### config.mk
export PLATFORM = sky130hd
export DESIGN_NAME = mbinit_cal_module_initiator
export DESIGN_NICKNAME = d
export VERILOG_FILES = /design/src/rtl/mbinit_cal_module_initiator.sv
export SDC_FILE = /design/constraint.sdc
export NUM_CORES = 1
export LEC_CHECK = 0
export CAP_MARGIN = 15
export CORE_MARGIN = 2
export CORE_UTILIZATION = 58
export CTS_CLUSTER_DIAMETER = 100
export DETAILED_ROUTE_END_ITERATION = 10
export GPL_ROUTABILITY_DRIVEN = 0
export GPL_TIMING_DRIVEN = 0
export HOLD_SLACK_MARGIN = 0.15
export PLACE_DENSITY_LB_ADDON = 0.05
export SLEW_MARGIN = 10
export SYNTH_ARGS = -nofsm -noshare
export SYNTH_HDL_FRONTEND = slang
export SYNTH_SLANG_ARGS = --single-unit
export TNS_END_PERCENT = 5
### constraint.sdc
create_clock -name CLK -period 4.79 [get_ports CLK]
set_input_delay 0.7185 -clock CLK [delete_from_list [all_inputs] [get_ports CLK]]
set_output_delay 0.7185 -clock CLK [all_outputs]
set_load 0.02 [all_outputs]
### src/rtl/mbinit_cal_module_initiator.sv
// rtl/mbinit_cal_module_initiator.sv - MBINIT.CAL initiator: sends Done_req, waits for Done_resp, bounded by a timeout
module mbinit_cal_module_initiator #(
    parameter int TIMEOUT_CYCLES = 8000,
    parameter int CNT_W          = $clog2(TIMEOUT_CYCLES + 1)
) (
    input  logic       CLK,
    input  logic       rst_n,
    input  logic       i_MBINIT_PARAM_end,
    input  logic [3:0] i_RX_SbMessage,
    input  logic       i_msg_valid,
    input  logic       i_Busy_SideBand,
    input  logic       i_falling_edge_busy,
    output logic [3:0] o_TX_SbMessage,
    output logic       o_ValidOutDatat_Module,
    output logic       o_MBINIT_CAL_Module_end,
    output logic       o_timeout_error
);

    localparam logic [3:0]       MSG_DONE_REQ  = 4'b0001;
    localparam logic [3:0]       MSG_DONE_RESP = 4'b0010;
    localparam logic [CNT_W-1:0] TIMER_MAX     = CNT_W'(TIMEOUT_CYCLES);
    localparam logic [CNT_W-1:0] TIMER_LAST    = CNT_W'(TIMEOUT_CYCLES - 1);

    typedef enum logic [2:0] {
        IDLE,
        WAIT_SB_FREE,
        SEND_REQ,
        WAIT_RESP,
        DONE,
        ERROR
    } state_t;

    state_t           state, next_state;
    logic [CNT_W-1:0] timer, timer_next;
    logic             resp_seen, resp_seen_next;
    logic [3:0]       tx_msg_next;
    logic             tx_valid_next, cal_end_next, timeout_next;
    logic             resp_now, timed_out;
    logic [CNT_W-1:0] timer_inc;

    assign resp_now  = i_msg_valid && (i_RX_SbMessage == MSG_DONE_RESP);
    assign timed_out = timer >= TIMER_LAST;
    assign timer_inc = (timer == TIMER_MAX) ? timer : timer + CNT_W'(1);

    always_ff @(posedge CLK or negedge rst_n) begin
        if (!rst_n) begin
            state                   <= IDLE;
            timer                   <= '0;
            resp_seen               <= 1'b0;
            o_TX_SbMessage          <= 4'b0000;
            o_ValidOutDatat_Module  <= 1'b0;
            o_MBINIT_CAL_Module_end <= 1'b0;
            o_timeout_error         <= 1'b0;
        end else begin
            state                   <= next_state;
            timer                   <= timer_next;
            resp_seen               <= resp_seen_next;
            o_TX_SbMessage          <= tx_msg_next;
            o_ValidOutDatat_Module  <= tx_valid_next;
            o_MBINIT_CAL_Module_end <= cal_end_next;
            o_timeout_error         <= timeout_next;
        end
    end

    always_comb begin
        next_state     = state;
        timer_next     = timer;
        resp_seen_next = resp_seen;
        if (!i_MBINIT_PARAM_end) begin
            next_state     = IDLE;
            timer_next     = '0;
            resp_seen_next = 1'b0;
        end else begin
            case (state)
                IDLE: begin
                    next_state     = WAIT_SB_FREE;
                    timer_next     = '0;
                    resp_seen_next = 1'b0;
                end
                WAIT_SB_FREE: begin
                    timer_next = '0;
                    if (!i_Busy_SideBand)
                        next_state = SEND_REQ;
                end
                SEND_REQ: begin
                    timer_next = timer_inc;
                    if (resp_now)
                        resp_seen_next = 1'b1;
                    // TX completion takes priority over the timer expiring in the same cycle
                    if (i_falling_edge_busy)
                        next_state = (resp_seen || resp_now) ? DONE : WAIT_RESP;
                    else if (timed_out)
                        next_state = ERROR;
                end
                WAIT_RESP: begin
                    timer_next = timer_inc;
                    if (resp_now)
                        next_state = DONE;
                    else if (timed_out)
                        next_state = ERROR;
                end
                DONE, ERROR: ;
                default: next_state = IDLE;
            endcase
        end
    end

    // Outputs are registered from next_state so they line up with the state itself
    always_comb begin
        tx_valid_next = (next_state == SEND_REQ);
        tx_msg_next   = tx_valid_next ? MSG_DONE_REQ : 4'b0000;
        cal_end_next  = (next_state == DONE);
        timeout_next  = (next_state == ERROR);
    end

endmodule

### Yosys cells after proc, flatten, opt, wreduce, memory -nomap -nowiden

Index checks and enable logic that the tools add are counted.

* output and inout port bits: 7
* word-level logic and storage cells: 45
* register bits: 24
* input port bits: 10

* add/subtract/negate cells: 1
* reductions and logical operators: 8
* order comparisons: 1
* equal/unequal tests: 14
* multiplexer cells: 14

Operators with widths (number)
* $mux 13: 2
* $pmux 13 s2: 1
* $mux 3: 6
* $pmux 3 s5: 1
* $add 13x1->13 const B: 1
* $eq 13x13->1 const B: 1
* $ge 13x13->1 const B: 1
* $eq 3x3->1 const B: 4
* $eq 3x2->1 const B: 3
* $ne 3x3->1 const B: 3
* $reduce_or 2->1: 3
* $eq 4x2->1 const B: 1
* $reduce_and 2->1: 2
* $eq 3x1->1 const B: 1
* $logic_not 3->1: 1
* $mux 1: 3
* $ne 3x1->1 const B: 1
* $pmux 1 s2: 1
* $logic_and 1x1->1: 1
* $logic_or 1x1->1: 1

### Depth between registers and ports, before layout

* depth after elaboration: 9
* depth in mapped cells: 8
* mapped depth without buffers: 7

### Worst setup path before layout

No wires, ideal clock.

* kind: flip-flop to flip-flop
* from: register timer[2]
* to: register timer[1]
* stages on the path, launching flop included: 6
* required time: 4.667 ns
* slack: 2.919 ns
* arrival time: 1.749 ns
* library setup time: 0.123 ns
* clock period less this slack: 1.871 ns
* path through: dfrtp_1 or4_1 or4_1 buf_2 a31oi_1 o21ai_1

* word-level cells in the longest chain between the ends: 3

RTL lines
* from (decl): RTL line 34 `logic [CNT_W-1:0] timer, timer_next;`
* from (signal assigned): RTL line 56 `timer <= timer_next;`
* $eq 13x13->1: RTL line 43 `assign timer_inc = (timer == TIMER_MAX) ? timer : timer + CNT_W'(1);`
* $ne 3x3->1 (no source line)
* $reduce_and 2->1 (no source line)

Every way passes these cells.
A chain may end at the register's enable or synchronous reset.

### Worst setup path after layout

Ends and elaborated chain as after synthesis.

==> impl_metrics.ini <==
[die]
die_h_um = 50.6
io-pin-count = 17
die-area_um2 = 2560
rows = 16
initial_core_util_pct = 62.9
core_um2 = 2000
die_w_um = 50.6

[layout]
syn_to_final_growth_pct = 16.5
regArea_um2 = 500
drive_gt1_share_pct = 7.19
multi_input_area_um2 = 667
fillers = 153
nets = 180
diodes = 0

[power]
switchingPower_uw = 82.9
p_leak_nw = 0.583
p_seq_share_pct = 54.0
vdd_ir_drop_max_v = 0.000180
switching_share_pct = 25.8
comb_power_share_pct = 15.2
internal_power_uw = 239
power-per-cell-area_nw_per_um2 = 219
power_frac_clock_pct = 30.9
p_total_uw = 322

[sta]
whs_ns = 0.567
timing.slew.headroom_pct = 40.0
hold_violations = 0
fin_crit_ns = 2.07
rsz0062_at_grt = no
fin_ws_ns = 2.72
clock.fmax_mhz = 483
slew_violations = 0
fin_crit_sh_pct = 43.2
skew_ns = 0.00794
setup_violations = 0
finalSetupTns_ns = 0
worstMarginPinSlew_ns = 0.897

[global_route]
grt_pass1_vias = 1093
grt_first_pass_wirelength_um = 4890
grt_overflow = 0
grt_use_total_pct = 25.2
grt_start_max_net_pins = 21
busiest_layer = met2
antenna_found_initial = 0
gr-usage-met2_pct = 39.7
grtUsageMet1_pct = 36.1
grtUsageMet3_pct = 2.68

[worst_setup_path]
setup.worst_path.start_class = flop
required_ns = 4.98
reg2reg_depth = 5
arrival_ns = 2.26
r2r-end = timer[1]
r2r-start = timer[2]
end_kind = flop
rrSetupSlack_ns = 2.72
cp_max_fo = 8
critical_path_class = reg -> reg

[cts]
clk_path_buf_depth = 2
cts_setup_buffers = 0
cts_resized = 0
root_buffer = clkbuf_4
cts_hold_buf = 0
cts_made_buffers = 3
clock-sinks = 20
insertion_delay_ns = 0.31
cts_tree = yes
path_clk_slew_ns = 0.11
h-tree-depth = 1

[route]
drt_iter0_drc = 60
avgViaCountPerCell = 6.10
vias = 1183
post-route-drc-count = 0
drt_wl_total_um = 2730
postRouteAntennaNets = 0
firstDrtPassIters = 4
post_drt_wl_per_cell_um = 14.1

[yosys]
synth_seq_cells = 20
synth_ff_type = dfrtp_1
synth.avg_cell_area_um2 = 8.50
syn-instance-count = 148
ys_seq_area_share_pct = 39.8
yosysWarningCount = 0
synth_edf_count = 0
syn_area_um2 = 1260
synth.distinct_cells = 45
async_reset_ff_share_pct = 100

[hold_path]
holdPathEnd = timer[9]
hp-class = reg -> reg
hp-start = timer[9]
hold_path_depth = 1

[flow_run]
maxCapViolCount = 0

[place]
place_hpwl_um = 1950
dpl_worst_slack_ns = 2.42
io_buffers = 13

[outcome]
status = completed
worst max-delay path: stages (launching register included):
cell     delay [ns]
dfrtp_1        0.46
or4_1          0.55
or4_1          0.48
buf_2          0.18
a31oi_1        0.19
o21ai_1        0.09
state kept, by name, indices dropped and copies added (netlist names):
name,cells
o_MBINIT_CAL_Module_end,1
o_TX_SbMessage,1
o_timeout_error,1
resp_seen,1
state,3
timer,13
kinds of logic (layout without fill, tap and decap cells):
logic type               after synthesis  count (layout)  synth area share (%)
flip-flops                            20              20                  39.8
AO/OA/AOI/OAI                         44              44                  24.7
XOR/XNOR                               2               2                  1.39
adder cells (fa/ha/maj)                2               2                  1.99
AND/OR/NAND/NOR                       58              58                  24.1
buffers and inverters                 21              38                  7.85
other                                  1               3                 0.298
power groups by stage:
stage	registers (mW)	clock network, mW	logic (mW)
6_report	0.174	0.0992	0.0488
2_1_floorplan	0.177	0	0.0287
3_5_place_dp	0.177	0	0.0481
4_1_cts	0.174	0.103	0.0483
5_1_grt	0.174	0.107	0.0545
3_3_place_gp	0.177	0	0.0471
through the flow:
step | instances | area (um^2) | util [%]
after global routing | 194 | 1470 | 73.3
final | 194 | 1470 | 73.3
after detailed placement | 190 | 1430 | 71.4
after global placement | 190 | 1430 | 71.4
after CTS | 194 | 1470 | 73.3
after floorplan | 150 | 1270 | -
cell usage in the layout, fill, tap and decap left out, types with 2 or more instances in the layout:
master / count
clkbuf_1: 7
and2_1: 2
nand3_1: 9
nand2_1: 12
nor4_1: 4
nor3_1: 3
o32ai_1: 2
a22oi_1: 2
xnor2_1: 2
o41ai_1: 3
clkdlybuf4s50_1: 13
a21oi_1: 7
a21o_1: 2
or3_1: 2
o21a_1: 2
ha_1: 2
nor2_1: 10
clkbuf_4: 3
a21boi_0: 2
o21ai_0: 7
o31ai_1: 4
conb_1: 3
inv_1: 7
nor2b_1: 5
a32o_1: 2
a31oi_1: 2
and3_1: 2
nand2b_1: 2
dfrtp_1: 20
buf_4: 5
or4_1: 2
layout make-up:
type	count	share of cell area [%]
Buffer	13	4.69
Tap cell	27	2.30
Inverter	8	2.05
Timing Repair Buffer	13	8.87
Sequential cell	20	34.1
Multi-Input combinational cell	109	45.5
Clock buffer	4	2.47
metal layers:
layer / vias to the layer above / share of wire (%) / wire, um
li1: 578 / - / -
met1: 544 / 44 / 1200
met2: 57 / 47 / 1300
met3: 4 / 7.3 / 200
met4: 0 / 1.2 / 32
met5: - / 0 / 0
worst max path at each step:
stage / end / startpoint
6_report: timer[1] / timer[2]
4_1_cts: o_TX_SbMessage[0] / o_TX_SbMessage[0]
3_3_place_gp: timer[11] / i_MBINIT_PARAM_end
3_5_place_dp: o_MBINIT_CAL_Module_end / i_RX_SbMessage[2]
2_1_floorplan: timer[1] / timer[2]
5_1_grt: timer[11] / i_MBINIT_PARAM_end
Yosys cell counts, drive strengths merged, types with 2 or more instances:
cell type | instances | share of area (%)
a22oi | 2 | 1.2
a32o | 2 | 1.6
xnor2 | 2 | 1.4
ha | 2 | 2.0
buf | 6 | 3.4
and2 | 2 | 0.99
nand2b | 2 | 0.99
a21o | 2 | 1.2
o21ai | 9 | 3.9
nand2 | 13 | 4.1
o31ai | 4 | 2.4
a31oi | 2 | 0.99
nand3 | 9 | 3.6
nor2b | 5 | 2.5
a21oi | 7 | 2.8
clkbuf | 7 | 2.1
nor4 | 4 | 2.0
inv | 7 | 2.1
o32ai | 2 | 1.4
or4 | 2 | 1.2
o21a | 2 | 1.2
o41ai | 3 | 2.1
a21boi | 2 | 1.2
or3 | 2 | 0.99
nor3 | 3 | 1.2
nor2 | 10 | 3.0
and3 | 2 | 0.99
dfrtp | 20 | 40
No activity file was read; power rests on OpenSTA's default activity.
